--- config.mk ---
export PLATFORM = sky130hd
export DESIGN_NAME = t01_seq_alu_flat
export DESIGN_NICKNAME = d
export VERILOG_FILES = /design/src/rtl/t01_seq_alu_if.sv /design/src/rtl/t01_seq_alu.sv /design/src/flat_wrapper.sv
export SDC_FILE = /design/constraint.sdc
export NUM_CORES = 1
export LEC_CHECK = 0
export CAP_MARGIN = 10
export CORE_MARGIN = 4
export CORE_UTILIZATION = 55
export DETAILED_ROUTE_END_ITERATION = 10
export GPL_TIMING_DRIVEN = 0
export MAX_ROUTING_LAYER = met4
export PLACE_DENSITY_LB_ADDON = 0.3
export SYNTH_ARGS = -nofsm -noshare
export SYNTH_HDL_FRONTEND = slang
export SYNTH_SLANG_ARGS = --single-unit
--- constraint.sdc ---
create_clock -name clk -period 4.8 [get_ports clk]
set_input_delay 0.48 -clock clk [delete_from_list [all_inputs] [get_ports clk]]
set_output_delay 0.48 -clock clk [all_outputs]
set_load 0.02 [all_outputs]
--- src/rtl/t01_seq_alu_if.sv ---
// Request/response bundle for t01_seq_alu: the issuer drives the master side, the ALU the slave side.
interface t01_seq_alu_if #(
  parameter int WIDTH = 32
);
  logic             in_valid;
  logic             in_ready;
  logic [4:0]       AluOP;
  logic [WIDTH-1:0] Data1;
  logic [WIDTH-1:0] Data2;
  logic             out_valid;
  logic             out_ready;
  logic [WIDTH-1:0] AluResult;
  logic             Zero;
  logic             Negative;
  logic             Overflow;
  logic             DivZero;
  logic             Illegal;

  modport master (
    output in_valid, AluOP, Data1, Data2, out_ready,
    input  in_ready, out_valid, AluResult, Zero, Negative, Overflow, DivZero, Illegal
  );
  modport slave (
    input  in_valid, AluOP, Data1, Data2, out_ready,
    output in_ready, out_valid, AluResult, Zero, Negative, Overflow, DivZero, Illegal
  );
endinterface

--- src/rtl/t01_seq_alu.sv ---
// Sequential RV32I/RV32M ALU: base ops in one cycle, mul/div iterate one bit per cycle.
// Define T01_ALU_MULDIV_EN to build the multiplier/divider; otherwise every M op reports Illegal.
module t01_seq_alu #(
  parameter int WIDTH = 32
) (
  input  logic         clk,
  input  logic         rst,
  t01_seq_alu_if.slave bus
);
  localparam int SH_W = $clog2(WIDTH);

  typedef enum logic [1:0] {IDLE = 2'd0, BUSY = 2'd1, DONE = 2'd2} state_e;
  typedef struct packed {
    logic ovf;
    logic dz;
    logic ill;
  } flags_t;

  state_e           state_q, state_d;
  logic [WIDTH-1:0] res_q, res_d;
  flags_t           flg_q, flg_d;

  logic [WIDTH-1:0] a, b, sum, dif, base_res;
  logic [SH_W-1:0]  shamt;
  logic             base_ovf, base_ill;

  assign a     = bus.Data1;
  assign b     = bus.Data2;
  assign sum   = a + b;
  assign dif   = a - b;
  assign shamt = b[SH_W-1:0];

  always_comb begin
    base_res = '0;
    base_ovf = 1'b0;
    base_ill = 1'b0;
    case (bus.AluOP[3:0])
      4'b0000: begin
        base_res = sum;
        base_ovf = (a[WIDTH-1] == b[WIDTH-1]) && (sum[WIDTH-1] != a[WIDTH-1]);
      end
      4'b1000: begin
        base_res = dif;
        base_ovf = (a[WIDTH-1] != b[WIDTH-1]) && (dif[WIDTH-1] != a[WIDTH-1]);
      end
      4'b0001: base_res = a << shamt;
      4'b0010: base_res = {{(WIDTH-1){1'b0}}, $signed(a) < $signed(b)};
      4'b0100: base_res = a ^ b;
      4'b0101: base_res = a >> shamt;
      4'b1101: base_res = $unsigned($signed(a) >>> shamt);
      4'b0110: base_res = a | b;
      4'b0111: base_res = a & b;
      4'b0011: base_res = b;
      default: base_ill = 1'b1;
    endcase
  end

`ifdef T01_ALU_MULDIV_EN
  localparam int CNT_W = $clog2(WIDTH + 1);

  logic [CNT_W-1:0]   cnt_q, cnt_d;
  logic [2:0]         f3_q, f3_d;
  logic [WIDTH-1:0]   dvs_q, dvs_d;
  logic [2*WIDTH-1:0] acc_q, acc_d;
  logic               qneg_q, qneg_d, rneg_q, rneg_d;

  logic [2:0]         f3;
  logic               s1, s2, div_z, div_ovf;
  logic [WIDTH-1:0]   mag_a, mag_b;
  logic [WIDTH:0]     madd, dsh;
  logic               dge;
  logic [WIDTH-1:0]   drem, quo, rem, fin;
  logic [2*WIDTH-1:0] step, prod;

  // Operand signedness: MULH both, MULHSU rs1 only, DIV/REM both, everything else unsigned.
  assign f3      = bus.AluOP[2:0];
  assign s1      = a[WIDTH-1] && (f3 == 3'b001 || f3 == 3'b010 || f3 == 3'b100 || f3 == 3'b110);
  assign s2      = b[WIDTH-1] && (f3 == 3'b001 || f3 == 3'b100 || f3 == 3'b110);
  assign mag_a   = s1 ? -a : a;
  assign mag_b   = s2 ? -b : b;
  assign div_z   = f3[2] && (b == '0);
  assign div_ovf = f3[2] && !f3[0] && (a == {1'b1, {(WIDTH-1){1'b0}}}) && (&b);

  // acc = {hi, lo}: product accumulator for mul, {remainder, dividend/quotient} for div.
  assign madd = {1'b0, acc_q[2*WIDTH-1:WIDTH]} + (acc_q[0] ? {1'b0, dvs_q} : '0);
  assign dsh  = {acc_q[2*WIDTH-1:WIDTH], acc_q[WIDTH-1]};
  assign dge  = dsh >= {1'b0, dvs_q};
  assign drem = dge ? dsh[WIDTH-1:0] - dvs_q : dsh[WIDTH-1:0];
  assign step = f3_q[2] ? {drem, acc_q[WIDTH-2:0], dge} : {madd, acc_q[WIDTH-1:1]};
  assign prod = qneg_q ? -step : step;
  assign quo  = qneg_q ? -step[WIDTH-1:0] : step[WIDTH-1:0];
  assign rem  = rneg_q ? -step[2*WIDTH-1:WIDTH] : step[2*WIDTH-1:WIDTH];

  always_comb begin
    fin = '0;
    case (f3_q)
      3'b000:                 fin = prod[WIDTH-1:0];
      3'b001, 3'b010, 3'b011: fin = prod[2*WIDTH-1:WIDTH];
      3'b100, 3'b101:         fin = quo;
      default:                fin = rem;
    endcase
  end
`endif

  always_comb begin
    state_d = state_q;
    res_d   = res_q;
    flg_d   = flg_q;
`ifdef T01_ALU_MULDIV_EN
    cnt_d   = cnt_q;
    f3_d    = f3_q;
    dvs_d   = dvs_q;
    acc_d   = acc_q;
    qneg_d  = qneg_q;
    rneg_d  = rneg_q;
`endif
    case (state_q)
      IDLE: begin
        if (bus.in_valid) begin
          state_d = DONE;
          flg_d   = '0;
          if (!bus.AluOP[4]) begin
            res_d     = base_res;
            flg_d.ovf = base_ovf;
            flg_d.ill = base_ill;
          end
`ifdef T01_ALU_MULDIV_EN
          else if (div_z) begin
            res_d    = f3[1] ? a : '1;
            flg_d.dz = 1'b1;
          end else if (div_ovf) begin
            res_d     = f3[1] ? '0 : a;
            flg_d.ovf = 1'b1;
          end else begin
            state_d = BUSY;
            cnt_d   = '0;
            f3_d    = f3;
            acc_d   = {{WIDTH{1'b0}}, mag_a};
            dvs_d   = mag_b;
            qneg_d  = s1 ^ s2;
            rneg_d  = s1;
          end
`else
          else begin
            res_d     = '0;
            flg_d.ill = 1'b1;
          end
`endif
        end
      end
      BUSY: begin
`ifdef T01_ALU_MULDIV_EN
        acc_d = step;
        cnt_d = cnt_q + CNT_W'(1);
        // Final iteration also forms the signed result so DONE follows immediately.
        if (cnt_q == CNT_W'(WIDTH - 1)) begin
          state_d = DONE;
          res_d   = fin;
        end
`else
        state_d = IDLE;
`endif
      end
      DONE: begin
        if (bus.out_ready) begin
          state_d = IDLE;
          res_d   = '0;
          flg_d   = '0;
        end
      end
      default: state_d = IDLE;
    endcase
  end

  always_ff @(posedge clk) begin
    if (rst) begin
      state_q <= IDLE;
      res_q   <= '0;
      flg_q   <= '0;
`ifdef T01_ALU_MULDIV_EN
      cnt_q   <= '0;
      f3_q    <= '0;
      dvs_q   <= '0;
      acc_q   <= '0;
      qneg_q  <= 1'b0;
      rneg_q  <= 1'b0;
`endif
    end else begin
      state_q <= state_d;
      res_q   <= res_d;
      flg_q   <= flg_d;
`ifdef T01_ALU_MULDIV_EN
      cnt_q   <= cnt_d;
      f3_q    <= f3_d;
      dvs_q   <= dvs_d;
      acc_q   <= acc_d;
      qneg_q  <= qneg_d;
      rneg_q  <= rneg_d;
`endif
    end
  end

  // res_q and flags are cleared outside DONE, so the outputs read zero in IDLE/BUSY.
  assign bus.in_ready  = (state_q == IDLE);
  assign bus.out_valid = (state_q == DONE);
  assign bus.AluResult = res_q;
  assign bus.Zero      = (state_q == DONE) && (res_q == '0);
  assign bus.Negative  = res_q[WIDTH-1];
  assign bus.Overflow  = flg_q.ovf;
  assign bus.DivZero   = flg_q.dz;
  assign bus.Illegal   = flg_q.ill;
endmodule
--- src/flat_wrapper.sv ---
// flat-port wrapper written by rule: the top's interface ports become plain ports
module t01_seq_alu_flat 
#(
  parameter int WIDTH = 32
)
  (clk, rst, bus_in_valid, bus_AluOP, bus_Data1, bus_Data2, bus_out_ready, bus_in_ready, bus_out_valid, bus_AluResult, bus_Zero, bus_Negative, bus_Overflow, bus_DivZero, bus_Illegal);
  t01_seq_alu_if #(.WIDTH(WIDTH)) bus_i ();
  input  logic clk;
  input  logic rst;
  input wire logic [$bits(bus_i.in_valid)-1:0] bus_in_valid;
  input wire logic [$bits(bus_i.AluOP)-1:0] bus_AluOP;
  input wire logic [$bits(bus_i.Data1)-1:0] bus_Data1;
  input wire logic [$bits(bus_i.Data2)-1:0] bus_Data2;
  input wire logic [$bits(bus_i.out_ready)-1:0] bus_out_ready;
  output wire logic [$bits(bus_i.in_ready)-1:0] bus_in_ready;
  output wire logic [$bits(bus_i.out_valid)-1:0] bus_out_valid;
  output wire logic [$bits(bus_i.AluResult)-1:0] bus_AluResult;
  output wire logic [$bits(bus_i.Zero)-1:0] bus_Zero;
  output wire logic [$bits(bus_i.Negative)-1:0] bus_Negative;
  output wire logic [$bits(bus_i.Overflow)-1:0] bus_Overflow;
  output wire logic [$bits(bus_i.DivZero)-1:0] bus_DivZero;
  output wire logic [$bits(bus_i.Illegal)-1:0] bus_Illegal;
  assign bus_i.in_valid = bus_in_valid;
  assign bus_i.AluOP = bus_AluOP;
  assign bus_i.Data1 = bus_Data1;
  assign bus_i.Data2 = bus_Data2;
  assign bus_i.out_ready = bus_out_ready;
  assign bus_in_ready = bus_i.in_ready;
  assign bus_out_valid = bus_i.out_valid;
  assign bus_AluResult = bus_i.AluResult;
  assign bus_Zero = bus_i.Zero;
  assign bus_Negative = bus_i.Negative;
  assign bus_Overflow = bus_i.Overflow;
  assign bus_DivZero = bus_i.DivZero;
  assign bus_Illegal = bus_i.Illegal;
  t01_seq_alu #(.WIDTH(WIDTH)) u_core (.clk(clk), .rst(rst), .bus(bus_i));
endmodule
## Yosys cells after proc, flatten, opt, wreduce, memory -nomap -nowiden

Index checks and enable logic that the tools add are counted.

| storage, ports and cells | value |
|---|---|
| word-level logic and storage cells | 55 |
| bits in registers | 37 |

| operators by class | value |
|---|---|
| magnitude comparators | 1 |
| add/subtract/negate cells | 2 |
| mux-type cells | 15 |
| eq/ne operators | 16 |
| bitwise operators | 3 |
| reduce and logical (&&, ||, !) cells | 10 |
| shift-type cells | 3 |

Operators with widths:

| cell | number |
|---|---|
| case mux 32 bit (10 select lines) | 1 |
| two-way mux 32 bit | 3 |
| case mux 32 bit (2 select lines) | 1 |
| adder 32 bit | 1 |
| bitwise AND 32 bit | 1 |
| zero test 32 bit | 1 |
| less-than comparator 32 bit | 1 |
| bitwise OR 32 bit | 1 |
| << shifter 32 x 5 -> 32 bit | 1 |
| right shift 32 x 5 -> 32 bit | 1 |
| >>> shifter 32 x 5 -> 32 bit | 1 |
| subtractor 32 bit | 1 |
| XOR 32 bit | 1 |
| == test 4 x 3 -> 1 bit, second input constant | 4 |
| OR reduction 10 bit | 1 |
| == test 4 x 2 -> 1 bit, second input constant | 2 |
| == test 4 bit, second input constant | 2 |
| two-way mux 3 bit | 2 |
| case mux 3 bit (2 select lines) | 1 |
| == test 4 x 1 -> 1 bit, second input constant | 1 |
| zero test 4 bit | 1 |
| two-way mux 2 bit | 2 |
| inequality test 2 bit, second input constant | 2 |
| case mux 2 bit (2 select lines) | 1 |
| 10 further kinds | 16 |

## Longest topological paths before layout

Gate-level depths: netlist of the first run.

| logic depth | value |
|---|---|
| depth in word-level cells | 7 |
| mapped depth | 16 |

## Worst setup path after synthesis of the first run

Ideal clock, no wire load.

| timing | value |
|---|---|
| path type | in2reg |
| start point | input port bus_Data2[2] |
| end point | register u_core.res_q[30], in the netlist u_core.bus.AluResult[30] |
| setup slack | 0.826 ns |
| stages on the path | 15 |
| setup time | 0.130 ns |
| arrival time | 3.844 ns |
| required time | 4.670 ns |
| cell sequence | clkbuf_1 > inv_2 > buf_2 > buf_2 > clkbuf_1 > ha_1 > buf_2 > a21o_1 > a31o_1 > a211o_1 > a221o_1 > a31o_1 > a2111oi_2 > mux2_2 > o31ai_1 |

| on the way | value |
|---|---|
| word-level cells in the longest chain between the ends | 5 |
| elaborated cells between the ends (all ways) | 9 |
| classes of those cells | 2 x add/sub; 3 x shift; 4 x mux |

RTL lines:

| item | RTL line | RTL |
|---|---|---|
| start: declaration | flat_wrapper.sv:13 | `input wire logic [$bits(bus_i.Data2)-1:0] bus_Data2;` |
| subtractor 32 bit, or another cell as far along | t01_seq_alu.sv:30 | `assign dif = a - b;` |
| case mux 32 bit (10 select lines) * | t01_seq_alu.sv:37 | `case (bus.AluOP[3:0])` |
| two-way mux 32 bit * | t01_seq_alu.sv:122 | `if (!bus.AluOP[4]) begin` |
| two-way mux 32 bit * | t01_seq_alu.sv:119 | `if (bus.in_valid) begin` |
| case mux 32 bit (2 select lines) * | t01_seq_alu.sv:117 | `case (state_q)` |
| end signal: assignment | t01_seq_alu.sv:190 | `res_q <= res_d;` |
| end: declaration | t01_seq_alu.sv:20 | `logic [WIDTH-1:0] res_q, res_d;` |

Mark *: on every way between the ends. The rest lies on a longest branch, timed or not. The select of a mux whose other input is x is not followed.
A chain may end at the register's enable or synchronous reset.

## Worst setup path after layout of the first run

| timing | value |
|---|---|
| start point | input port bus_Data2[2] |
| end point | register u_core.res_q[24], in the netlist u_core.bus.AluResult[24] |

Same word-level chain as after synthesis.

==> summary.md, run 1 <==
| Metric | Value |
|---|---|
| Status | complete, no violations |
| M3 GR Usage | 0.186 |
| CP endpoint kind | register |
| Most frequent cell after synthesis | nor2_1 |
| Largest net degree at the start of global routing | 30 |
| RSZ-0062 raised after global routing | yes |
| Post-route ant nets | 0 |
| Core footprint | 19000 µm² |
| Yosys reg bits | 35 |
| Sequential share of the synthesized area | 0.0649 |
| Routed vias/inst | 7.59 |
| Max Clk Rate | 0.208 GHz |
| Cells after Synth | 1540 |
| Final core occ | 0.652 |
| Die Area | 21900 µm² |
| Met1 usage | 0.639 |
| Total gr overflow | 0 |
| Synth-to-layout area growth | 14.9% |
| Synth area leader | ha_1 |
| Nets | 1827 |
| FP Rows | 50 |
| GR Util All Layers | 0.505 |
| Total routed wirelength | 56.5 mm |
| Pwr Density | 168 nW/µm² |
| Switching power | 1.07 mW |
| Top-area cell type share of the netlist area | 0.118 |
| CTS clk-pin slew, worst paths | 0.06 ns |
| Clk sinks | 35 |
| Syn Nets | 1717 |
| Antenna violations before repair | 4 |
| Inst Count DP | 1907 |
| Layout cells sized above 1 | 0.0781 |
| IO Count | 112 |
| Final Power | 2.09 mW |
| CTS H-tree depth | 2 |
| Max-Cap Viols | 0 |
| Period minus WS final | 4.80 ns |
| Max_slew headroom | 0.0478 |
| Worst path required time | 4.97 ns |
| Netlist cell types | 93 |
| Grt met2 use | 0.680 |
| Predominant post-synthesis flop cell | dfxtp_1 |
| Critical Path AT | 4.97 ns |
| CTS tree | built |
| CTS Buf Count | 5 |
| Fin. Hold Viols | 0 |
| Initial DRC Count | 2568 |
| Startpoint types | input port |
| Logic pwr share | 0.661 |
| Vias in the first global route | 13190 |
| Hold crit path type | reg -> reg |
| Share of synthesized area spent on multiplexers | 0.155 |
| DRT Pass-1 Iters | 6 |
| Hold slack | 0.473 ns |
| Clock Power Share | 0.191 |
| GP Congestion | 1.25 |
| Largest family of logic cells by synthesized area | compound AO/OA/AOI/OAI gates |
| Sw Share | 0.511 |
| Final period util | 1.00 |
| Asr flop ratio synth | 0 |
| CTS max path bufs | 2 |
| Initial Util | 0.568 |
| DR vias | 14542 |
| Final std cells w/o fill | 1916 |
| Post-DR wirelength/cell | 29.5 µm |
| Pint | 1.02 mW |
| Post-CTS Setup Inserts | 0 |
| Peak VDD IR | 0.124 mV |
| Die H | 148 µm |
| # port buffers | 107 |
| Adder-cell share of the synthesized area | 0.122 |
| Avg Cell Area, Syn | 7.01 µm² |
| Worst Max-Slew Pin Slew | 1.39 ns |
| Simple-gate share of the synthesized area | 0.217 |
| Setup-failing EPs final | 0 |
| Post-synthesis compound-gate area fraction | 0.343 |
| CTS root buffer | clkbuf_16 |
| Seq pwr share | 0.148 |
| Die width | 148 µm |
| DRC viols | 0 |
| Final HPWL DP | 44.9 mm |
| Synth Warn # | 0 |
| Grt peak-use layer | met2 |
| Final setup TNS | 0 ns |
| Clock skew | 0.0121 ns |
| Synth top area cells | ha_1 12%, mux4_2 8.5%, dfxtp_1 6.5% |
| Skew-Pair Late Insertion Delay | 0.30 ns |
| Final slew viol count | 0 |
| Number of synthesized flops with an enable pin | 0 |
| Leak | 4.94 nW |
| Post-synthesis xor/xnor area fraction | 0.0130 |
| First-pass GRT wire length | 82.1 mm |
| Mapped cell area | 10800 µm² |
| Synth top cells by count | 166 x nor2_1, 163 x nand2_1, 136 x a21oi_1 |
| CP Class | in -> reg |
| Worst Path Max Fanout | 20 |
==> routing by layer <==
metal  vias to the layer above  share of wire  routed length (µm)
met5                         -              0                   0
met4                         0          0.086                4890
met3                       367           0.18               10100
met2                      1524           0.38               21600
met1                      6630           0.35               20000
li1                       6021              -                   -
==> layout make-up <==
cell class | instances | area, µm²
Tap cell | 260 | 325
Multi-Input combinational cell | 1284 | 9200
Sequential cell | 35 | 701
Antenna cell | 5 | 12.5
Inverter | 95 | 357
Buffer | 122 | 568
Clock buffer | 5 | 125
Timing Repair Buffer | 107 | 1070
Fill cell | 1786 | 6610
Clock inverter | 3 | 47.5
==> worst paths after layout <==
check                                               from                        to  slack, ns  cells after the start
worst min register to register  u_core.bus.AluResult[16]  u_core.bus.AluResult[16]       0.47                      2
worst max register to register         u_core.state_q[1]   u_core.bus.AluResult[0]       1.48                      6
worst min-delay path            u_core.bus.AluResult[16]  u_core.bus.AluResult[16]       0.47                      2
worst max-delay path                        bus_Data2[2]  u_core.bus.AluResult[24]      0.001                     16
==> state kept, by name, summed over array words and instances (netlist names) <==
register and flops:
u_core.bus.Illegal 1, u_core.bus.Overflow 1, u_core.bus.AluResult 32, u_core.state_q 1
==> layout by cell type (no fill, tap or decap), types with 40 or more instances in the layout <==
cell type,n
mux2i_1,40
clkdlybuf4s50_1,107
nand2_1,163
a21oi_1,135
nor2_1,166
inv_1,93
o21ai_0,84
clkbuf_1,72
ha_1,102
mux4_2,41
==> what timing repair did <==
action                                  in CTS  in global routing
gates cloned                                 0                  0
pin swaps                                    0                  0
endpoints found under the setup margin      24                 17
resized for setup                            4                  7
hold buffers                                 0                  0
==> critical path, cell delays in order <==
cell             delay, ns
clkdlybuf4s50_1       0.46
clkbuf_2              0.25
inv_2                 0.24
clkbuf_4              0.28
buf_6                 0.26
ha_1                  0.27
buf_2                 0.17
a21o_1                0.22
a31o_1                0.25
a211o_1               0.41
a221oi_2              0.43
o21ai_1               0.26
a41oi_1               0.37
nand2_1               0.08
nor4bb_1              0.18
a2111oi_2             0.34
==> per-stage QoR <==
stage | setup slack [ns] | instance area (µm²)
after floorplan | 0.826 | 10800
after global placement | -0.963 | 12200
after detailed placement | -0.903 | 12200
after CTS | 0.0523 | 12400
after global routing | -0.0309 | 12400
final | 0.00104 | 12400
==> kinds of logic after synthesis <==
logic type | after synthesis
compound gates | 545
xor+xnor | 16
fa+ha+maj | 104
buf+inv | 221
flops | 35
mux | 109
other cells | 1
simple gates | 509
==> power groups by stage <==
stage          logic [mW]  registers [mW]  clock network (mW)
2_1_floorplan       0.804           0.321                   0
4_1_cts              1.29           0.308               0.391
3_5_place_dp         1.28           0.315                   0
3_3_place_gp         1.27           0.314                   0
6_report             1.38           0.309               0.400
5_1_grt              1.42           0.309               0.406
Power figures use the tool's default switching activity.
==> inputs of run 2 (changes only) <==
Settings changed: CELL_PAD_IN_SITES_DETAIL_PLACEMENT from default to 1, CELL_PAD_IN_SITES_GLOBAL_PLACEMENT from default to 1, CORE_UTILIZATION 55 to 43.
==> summary.md, run 2 (synthesized netlist as in run 1, its figures left out) <==
| Metric | Value |
|---|---|
| GP Congestion | 1.14 (was 1.25) |
| Post-route ant nets | 0 (unchanged) |
| IO Count | 112 (unchanged) |
| Post-DR wirelength/cell | 32.7 µm (was 29.5 µm) |
| Period minus WS final | 4.66 ns (was 4.80 ns) |
| Leak | 4.95 nW (was 4.94 nW) |
| DR vias | 14548 (was 14542) |
| Post-CTS Setup Inserts | 0 (unchanged) |
| R2R cell count | 7 (was 6) |
| CTS root buffer | clkbuf_16 (unchanged) |
| Clk sinks | 35 (unchanged) |
| Nets | 1828 (was 1827) |
| Pwr Density | 172 nW/µm² (was 168 nW/µm²) |
| Final HPWL DP | 52.0 mm (was 44.9 mm) |
| Total gr overflow | 0 (unchanged) |
| CTS resizes | 5 (was 4) |
| Hold Path End | u_core.bus.AluResult[17] (was u_core.bus.AluResult[16]) |
| Routed vias/inst | 7.35 (was 7.59) |
| # hold bufs at CTS | 0 (unchanged) |
| Worst path required time | 4.96 ns (was 4.97 ns) |
| Largest net degree at the start of global routing | 22 (was 30) |
| Worst Max-Slew Pin Slew | 1.21 ns (was 1.39 ns) |
| DRT Pass-1 Iters | 6 (unchanged) |
| Inst Count DP | 1971 (was 1907) |
| Hold path depth | 2 (unchanged) |
| RR Endpoint | u_core.bus.AluResult[0] (unchanged) |
| Max_slew headroom | 0.185 (was 0.0478) |
| FP Rows | 57 (was 50) |
| Final period util | 0.971 (was 1.00) |
| Vias in the first global route | 14250 (was 13190) |
| # port buffers | 107 (unchanged) |
| CP endpoint kind | register (unchanged) |
| Largest register FFs | 32 (unchanged) |
| HP Start | u_core.bus.AluResult[17] (was u_core.bus.AluResult[16]) |
| CTS tree | built (unchanged) |
| R2r startpoint | u_core.state_q[1] (unchanged) |
| Final std cells w/o fill | 1978 (was 1916) |
| Final non-filler cell area | 12500 µm² (was 12400 µm²) |
| CTS Buf Count | 5 (unchanged) |
| Setup-failing EPs final | 0 (unchanged) |
| Peak VDD IR | 0.132 mV (was 0.124 mV) |
| Most common cell after layout, fill and taps aside | nor2_1 (unchanged) |
| Filler Cells Inserted | 3258 (was 1786) |
| Die Area | 27700 µm² (was 21900 µm²) |
| Startpoint types | input port (unchanged) |
| First-pass GRT wire length | 94.2 mm (was 82.1 mm) |
| CP Class | in -> reg (unchanged) |
| DRC viols | 0 (unchanged) |
| Die H | 166 µm (was 148 µm) |
| Layout cells sized above 1 | 0.0823 (was 0.0781) |
| Max-Cap Viols | 0 (unchanged) |
| Status | complete, no violations (unchanged) |
| Hold crit path type | reg -> reg (unchanged) |
| Initial DRC Count | 2146 (was 2568) |
| Initial Util | 0.440 (was 0.568) |
| GR Util All Layers | 0.455 (was 0.505) |
| Total routed wirelength | 64.7 mm (was 56.5 mm) |
| Max Clk Rate | 0.215 GHz (was 0.208 GHz) |
| CTS H-tree depth | 2 (unchanged) |
| Fin. Hold Viols | 0 (unchanged) |
| Commonest non-fill, non-tap cells in the layout | 166 x nor2_1, 163 x nand2_1, 134 x a21oi_1 (was 166 x nor2_1, 163 x nand2_1, 135 x a21oi_1) |
| Skew-Pair Late Insertion Delay | 0.31 ns (was 0.30 ns) |
| CTS max path bufs | 2 (unchanged) |
| CTS clk-pin slew, worst paths | 0.07 ns (was 0.06 ns) |
| Worst Path Max Fanout | 20 (unchanged) |
| Die width | 166 µm (was 148 µm) |
| Core footprint | 24500 µm² (was 19000 µm²) |
| Placed cell area | 12300 µm² (was 12200 µm²) |
| Critical Path AT | 4.82 ns (was 4.97 ns) |
| Antenna violations before repair | 2 (was 4) |
| Clock skew | 0.0101 ns (was 0.0121 ns) |
| FF-to-FF setup slack | 1.79 ns (was 1.48 ns) |
| Final slew viol count | 0 (unchanged) |
| Synth-to-layout area growth | 16.0% (was 14.9%) |
-- run 2: cell count changes in the layout (fill, tap and decap cells not counted), sizes merged --
cell | before | now
diode | 5 | 2
clkdlybuf4s15 | 0 | 1
-- run 2: how the worst max path moves through the flow --
stage / to / slack (ns) / cells after the start / startpoint
2_1_floorplan: u_core.bus.AluResult[30] / 0.83 / 15 / bus_Data2[2]
3_3_place_gp: u_core.bus.AluResult[24] / -1.07 / 17 / bus_Data2[2]
3_5_place_dp: u_core.bus.AluResult[24] / -1.12 / 17 / bus_Data2[2]
4_1_cts: u_core.bus.AluResult[24] / 0.02 / 16 / bus_Data2[2]
5_1_grt: u_core.bus.AluResult[24] / -0.002 / 16 / bus_Data2[2]
6_report: u_core.bus.AluResult[30] / 0.14 / 16 / bus_Data2[2]
-- run 2: cell type report --
type,instances,area (µm²),share of cell area
Multi-Input combinational cell,1284,9230,0.737
Clock buffer,5,125,0.00999
Sequential cell,35,701,0.0559
Timing Repair Buffer,108,1080,0.0861
Tap cell,324,405,0.0324
Antenna cell,2,5.00,0.000400
Inverter,95,359,0.0287
Clock inverter,3,47.5,0.00380
Buffer,122,577,0.0461
-- run 2: layer usage --
metal | track usage | routed length, µm | share of wire | up-vias
met2 | 0.666 | 26900 | 0.42 | 1225
met3 | 0.124 | 8660 | 0.13 | 276
met4 | 0.223 | 4380 | 0.068 | 0
met1 | 0.580 | 24800 | 0.38 | 7039
li1 | - | - | - | 6008
met5 | - | 0 | 0 | -
-- run 2: critical path, stage by stage --
cell and delay, ns:
clkdlybuf4s50_1 0.46, clkbuf_2 0.29, inv_4 0.21, buf_2 0.29, buf_6 0.28, ha_1 0.27, buf_2 0.16, a21o_1 0.21
a31o_1 0.26, a211o_1 0.41, a221o_2 0.48, a31o_1 0.31, a2111oi_2 0.37, nor3_1 0.09, a21oi_1 0.15, o31ai_1 0.10
-- run 2: report_power, final --
group / switching [mW] / internal [mW] / total, mW
sequential: 0.0126 / 0.298 / 0.311
clock: 0.174 / 0.249 / 0.423
combinational: 0.940 / 0.481 / 1.42
-- run 2: stage by stage --
stage / hold slack (ns) / util / setup TNS (ns) / worst slack (ns) / power [mW]
3_3_place_gp: 0.456 / 0.500 / -17.32 / -1.07 / 1.63
3_5_place_dp: 0.478 / 0.500 / -18.52 / -1.12 / 1.65
6_report: 0.488 / 0.511 / 0 / 0.141 / 2.15
5_1_grt: 0.524 / 0.511 / -0.00159 / -0.00159 / 2.21
4_1_cts: 0.486 / 0.507 / 0 / 0.0197 / 2.07
2_1_floorplan: 0.539 / - / 0 / 0.826 / 1.13
